$ cat src/rtl/serial_addsub_pkg.sv
// serial_addsub_pkg
// Shared definitions for the bit-serial adder/subtractor sequencer:
// FSM state encoding, default operand width and the bit-counter width helper.
// No ports (package).

package serial_addsub_pkg;

  typedef enum logic [1:0] {
    IDLE = 2'b00,
    RUN  = 2'b01,
    DONE = 2'b10
  } state_t;

  localparam int DEFAULT_WIDTH = 8;

  // Bits needed to count 0 .. width-1; never narrower than one bit.
  function automatic int cnt_width(input int width);
    return (width < 2) ? 1 : $clog2(width);
  endfunction

endpackage

$ cat src/rtl/serial_addsub_ctrl_full_adder.sv
// full_adder
// One-bit full-adder cell used as the bit slice of the serial adder.
// Ports:
//   a, b  : input  operand bits
//   cin   : input  carry in
//   sum   : output sum bit
//   cout  : output carry out

module full_adder (
  input  logic a,
  input  logic b,
  input  logic cin,
  output logic sum,
  output logic cout
);

  assign sum  = a ^ b ^ cin;
  assign cout = (a & b) | (a & cin) | (b & cin);

endmodule

$ cat src/rtl/serial_addsub_ctrl.sv
// serial_addsub_ctrl
// Adds or subtracts two WIDTH-bit operands bit-serially, LSB first, one bit
// per clock, through a single full_adder slice. Requester handshake is
// start/done; the block owns the operand shift registers, carry flop and
// bit counter.
// Optional feature macro: SERIAL_ADDSUB_SAT_EN -- when defined, a signed
// overflow saturates result to the signed extreme selected by the MSB of a.
// Ports:
//   clk     : input  rising-edge clock
//   rst_n   : input  asynchronous active-low reset
//   start   : input  request, sampled in IDLE or DONE
//   sub     : input  0 = a+b, 1 = a-b, sampled with start
//   a, b    : input  WIDTH-bit operands, sampled with start
//   busy    : output high while running
//   done    : output one-cycle pulse, result/cout/ovf valid
//   result  : output WIDTH-bit sum/difference, held until the next done
//   cout    : output final carry out (sub: 1 = no borrow)
//   ovf     : output signed overflow

module serial_addsub_ctrl
  import serial_addsub_pkg::*;
#(
  parameter int WIDTH = DEFAULT_WIDTH
) (
  input  logic             clk,
  input  logic             rst_n,
  input  logic             start,
  input  logic             sub,
  input  logic [WIDTH-1:0] a,
  input  logic [WIDTH-1:0] b,
  output logic             busy,
  output logic             done,
  output logic [WIDTH-1:0] result,
  output logic             cout,
  output logic             ovf
);

  localparam int            CW       = cnt_width(WIDTH);
  localparam logic [CW-1:0] LAST_BIT = CW'(WIDTH - 1);

  state_t           state, state_next;
  logic [WIDTH-1:0] sa, sb;
  // Holds the sum bits produced so far; the newest bit enters at the top.
  logic [WIDTH-2:0] sr;
  logic [CW-1:0]    cnt;
  logic             carry;
  logic             sum_bit, slice_cout;
  logic             accept, last_bit, ovf_now;
  logic [WIDTH-1:0] final_sum, result_next;

  assign accept    = (state != RUN) && start;
  assign last_bit  = (state == RUN) && (cnt == LAST_BIT);
  assign final_sum = {sum_bit, sr};
  // Carry into the MSB is the carry flop during the last bit.
  assign ovf_now   = carry ^ slice_cout;

  full_adder u_slice (
    .a    (sa[0]),
    .b    (sb[0]),
    .cin  (carry),
    .sum  (sum_bit),
    .cout (slice_cout)
  );

`ifdef SERIAL_ADDSUB_SAT_EN
  // Sign of a is lost from sa once shifting starts, so keep it aside.
  logic a_msb;

  always_ff @(posedge clk or negedge rst_n) begin
    if (!rst_n)      a_msb <= 1'b0;
    else if (accept) a_msb <= a[WIDTH-1];
  end

  assign result_next = !ovf_now ? final_sum :
                       a_msb    ? {1'b1, {(WIDTH-1){1'b0}}} :
                                  {1'b0, {(WIDTH-1){1'b1}}};
`else
  assign result_next = final_sum;
`endif

  always_comb begin
    state_next = state;
    unique case (state)
      IDLE:    if (start) state_next = RUN;
      RUN:     if (cnt == LAST_BIT) state_next = DONE;
      DONE:    state_next = start ? RUN : IDLE;
      default: state_next = IDLE;
    endcase
  end

  // busy/done are flopped from the next state so they are true registers.
  always_ff @(posedge clk or negedge rst_n) begin
    if (!rst_n) begin
      state <= IDLE;
      busy  <= 1'b0;
      done  <= 1'b0;
    end else begin
      state <= state_next;
      busy  <= (state_next == RUN);
      done  <= (state_next == DONE);
    end
  end

  // Subtraction is a + ~b + 1: invert b on load and seed the carry with sub.
  always_ff @(posedge clk or negedge rst_n) begin
    if (!rst_n) begin
      sa    <= '0;
      sb    <= '0;
      sr    <= '0;
      cnt   <= '0;
      carry <= 1'b0;
    end else if (accept) begin
      sa    <= a;
      sb    <= b ^ {WIDTH{sub}};
      carry <= sub;
      cnt   <= '0;
    end else if (state == RUN) begin
      sa    <= sa >> 1;
      sb    <= sb >> 1;
      sr    <= final_sum[WIDTH-1:1];
      carry <= slice_cout;
      cnt   <= cnt + CW'(1);
    end
  end

  always_ff @(posedge clk or negedge rst_n) begin
    if (!rst_n) begin
      result <= '0;
      cout   <= 1'b0;
      ovf    <= 1'b0;
    end else if (last_bit) begin
      result <= result_next;
      cout   <= slice_cout;
      ovf    <= ovf_now;
    end
  end

endmodule
$ cat config.mk
export PLATFORM = sky130hd
export DESIGN_NAME = serial_addsub_ctrl
export DESIGN_NICKNAME = d
export VERILOG_FILES = /design/src/rtl/serial_addsub_pkg.sv /design/src/rtl/serial_addsub_ctrl_full_adder.sv /design/src/rtl/serial_addsub_ctrl.sv
export SDC_FILE = /design/constraint.sdc
export NUM_CORES = 1
export LEC_CHECK = 0
export CAP_MARGIN = 10
export CORE_UTILIZATION = 52
export CTS_CLUSTER_SIZE = 12
export DETAILED_ROUTE_END_ITERATION = 8
export GPL_TIMING_DRIVEN = 1
export PLACE_DENSITY = 0.82
export SYNTH_ARGS = -nofsm -noshare
export SYNTH_HDL_FRONTEND = slang
export SYNTH_SLANG_ARGS = --single-unit
$ cat constraint.sdc
create_clock -name clk -period 1.8 [get_ports clk]
set_input_delay 0.36 -clock clk [delete_from_list [all_inputs] [get_ports clk]]
set_output_delay 0.36 -clock clk [all_outputs]
set_load 0.05 [all_outputs]
==> results <==
-- cells by family after synthesis --
group,count (synthesis)
adder cells (fa/ha/maj),3
AND/OR/NAND/NOR,46
buffers and inverters,13
flip-flops,41
XOR/XNOR,9
multiplexers,26
AO/OA/AOI/OAI,22
-- state kept, by name, indices dropped and copies added (netlist names) --
register / cells
busy: 1
carry: 1
cnt: 3
cout: 1
done: 1
ovf: 1
result: 8
sa: 8
sb: 8
sr: 7
state: 2
-- through the flow --
step / instances / instance area [µm²] / worst slack (ns) / util
floorplan: 160 / 1880 / 0.345 / -
global placement: 230 / 2150 / 0.211 / 0.635
detailed placement: 230 / 2150 / 0.0860 / 0.635
CTS: 238 / 2240 / 0.254 / 0.660
global route: 238 / 2240 / 0.192 / 0.660
finish: 238 / 2240 / 0.268 / 0.660
-- worst paths after layout --
check | startpoint | endpoint | slack (ns) | cells past startpoint
max in group asynchronous | rst_n | sr[5] | 1.40 | 2
min in group clk | sr[0] | sr[0] | 0.49 | 2
hold reg to reg | sr[0] | sr[0] | 0.49 | 2
setup / recovery | cnt[0] | result[2] | 0.27 | 4
setup reg to reg | cnt[0] | result[2] | 0.27 | 4
hold / removal | rst_n | result[3] | 0.07 | 2
-- synthesized netlist by cell type (all sizes together) (2+ instances only) --
cell type	number	area, µm²
nand2	42	158
dfrtp	41	1030
o21ai	19	103
mux2i	17	170
buf	10	106
mux2	9	124
xor2	7	61.3
inv	3	11.3
ha	2	25.0
o22ai	2	12.5
xnor2	2	17.5
-- layout make-up --
| cell class | count | area [µm²] | area share |
|---|---|---|---|
| timing repair buffer | 34 | 323 | 0.144 |
| inverter | 3 | 11.3 | 0.00503 |
| multi-input combinational | 106 | 734 | 0.328 |
| clock inverter | 1 | 30.0 | 0.0134 |
| clock buffer | 7 | 55.1 | 0.0246 |
| tap | 46 | 57.6 | 0.0257 |
| sequential | 41 | 1030 | 0.459 |
-- per-layer routing --
metal	up-vias	part of all wire
li1	592	-
met1	563	0.43
met2	30	0.50
met3	4	0.056
met4	0	0.013
met5	-	0
-- worst max-delay path, stage by stage, from the launching register on --
cell and delay, ns:
dfrtp_1 0.42, ha_1 0.21, ha_1 0.23, nand3b_4 0.22, mux2_2 0.36
-- power by group through the flow --
stage | clock network, mW | logic (mW) | registers [mW]
floorplan | 0 | 0.900 | 1.91
global placement | 0 | 1.53 | 1.54
detailed placement | 0 | 1.59 | 1.58
CTS | 0.629 | 1.59 | 1.56
global route | 0.673 | 1.75 | 1.60
finish | 0.608 | 1.56 | 1.55
==> impl_metrics.csv <==
group,metric,value,unit
drt,drt_iter0_markers,23,
drt,remaining_drc_errors,0,
floorplanning,coreArea,0.00339,mm²
floorplanning,die_w,62.1,µm
logic_synthesis,synthCells,160,
drt,wl_per_cell,12.5,µm
logic_synthesis,synth-seq-cells,41,
sta,max_freq,653,MHz
clocking,cts_sinks,41,
sta,rsz0062_at_grt,"no",
global_route,grt_max_degree,42,
logic_synthesis,synth.distinct_cells,22,
layout,antenna_cells,0,
layout,fillerInstances,269,
logic_synthesis,synth_simple_gate_area_frac,0.103,
sta,fin_crit_sh,0.851,
global_route,grt_busiest_layer,"met2",
logic_synthesis,syn_nets,183,
global_route,grt_use_met2,0.328,
floorplanning,io_pins,32,
clocking,ctsLongestPathBuffers,2,
clocking,cts_tree,"done",
logic_synthesis,synth_compound_area_frac,0.0640,
floorplanning,die_h,62.1,µm
drt,routed_via_density,5.00,
logic_synthesis,ys_dominant_reg_cell,"dfrtp_1",
logic_synthesis,synth_fa_ha_area_frac,0.0240,
clocking,insertion_delay,0.34,ns
placed_design,port_buffers,31,
floorplanning,start_util,0.553,
critical_path,crit_path_end_kind,"register",
power_and_ir_drop,ir_worst_vdd,0.747,mV
drt,wl,2970,µm
global_route,use_met1,0.208,
status,status,"completed",
critical_path,cp.required,2.04,ns
global_route,grt_pass1_wl,5060,µm
clocking,hold_buffers,0,
power_and_ir_drop,seqPwrFrac,0.418,
sta,setup_violations,0,
logic_synthesis,synth_top_family_by_area,"multiplexers",
sta,worstMarginPinSlew,0.484,ns
clocking,root_buffer,"clkbuf_4",
clocking,cts-htree-levels,2,
power_and_ir_drop,power.total,3.72,mW
power_and_ir_drop,p_switching,1.46,mW
drt,drtPass1Iterations,4,
sta,fin_skew,0.00771,ns
global_route,grt-ovfl-total,0,
sta,slew_headroom,0.677,
logic_synthesis,synth_xor_area_frac,0.0420,
power_and_ir_drop,switching_share,0.393,
drt,via_count,1189,
logic_synthesis,ys_warn_count,0,
global_route,grt_use_met3,0.0745,
clocking,clk_pin_slew,0.12,ns
clocking,cts_resized,0,
power_and_ir_drop,p_leak,1.13,nW
power_and_ir_drop,internal-power,2.26,mW
sta,drv_slew,0,
sta,hold_violations,0,
run,cap_violations,0,
logic_synthesis,synth_mux_area_frac,0.157,
logic_synthesis,syn_area_per_cell,11.7,µm²
logic_synthesis,seq_area_frac_synth,0.547,
power_and_ir_drop,clock_power_share,0.163,
global_route,grt_pass1_vias,1206,
drt,ant_nets,0,
critical_path,crit_arrival,1.77,ns
layout,nets,214,
global_route,antenna_found_initial,0,
critical_path,worstSetupStartpointType,"register",
floorplanning,rows,21,
layout,final_common_cell,"nand2_1",
logic_synthesis,synth.cell_area,0.00188,mm²
floorplanning,die_area,0.00385,mm²
critical_path,crit_type,"reg -> reg",
layout,synthToLayoutAreaGrowth,19.3,%
power_and_ir_drop,powerDensity,1660,mW/mm²
clocking,numCtsBuffers,5,
placed_design,gp_congestion,0.733,
critical_path,crit_fanout,13,
layout,drive_gt1_frac,0.188,
placed_design,dp.final_hpwl,2170,µm
logic_synthesis,synth-edff-count,0,
global_route,grtUsageTotal,0.190,
sta,post-route-min-period,1.53,ns
min_path,min_path_type,"in -> async",
power_and_ir_drop,p_comb_frac,0.419,
logic_synthesis,synthArstFlopShare,1.00,
sta,fin_tns_setup,0,ns
layout,mostFrequentLayoutCells,"42 x nand2_1, 41 x dfrtp_1, 18 x clkdlybuf4s50_1",
clocking,cts_setup_buffers,0,
sta,holdWs,0.0651,ns
(Power assumes the default switching activity.)
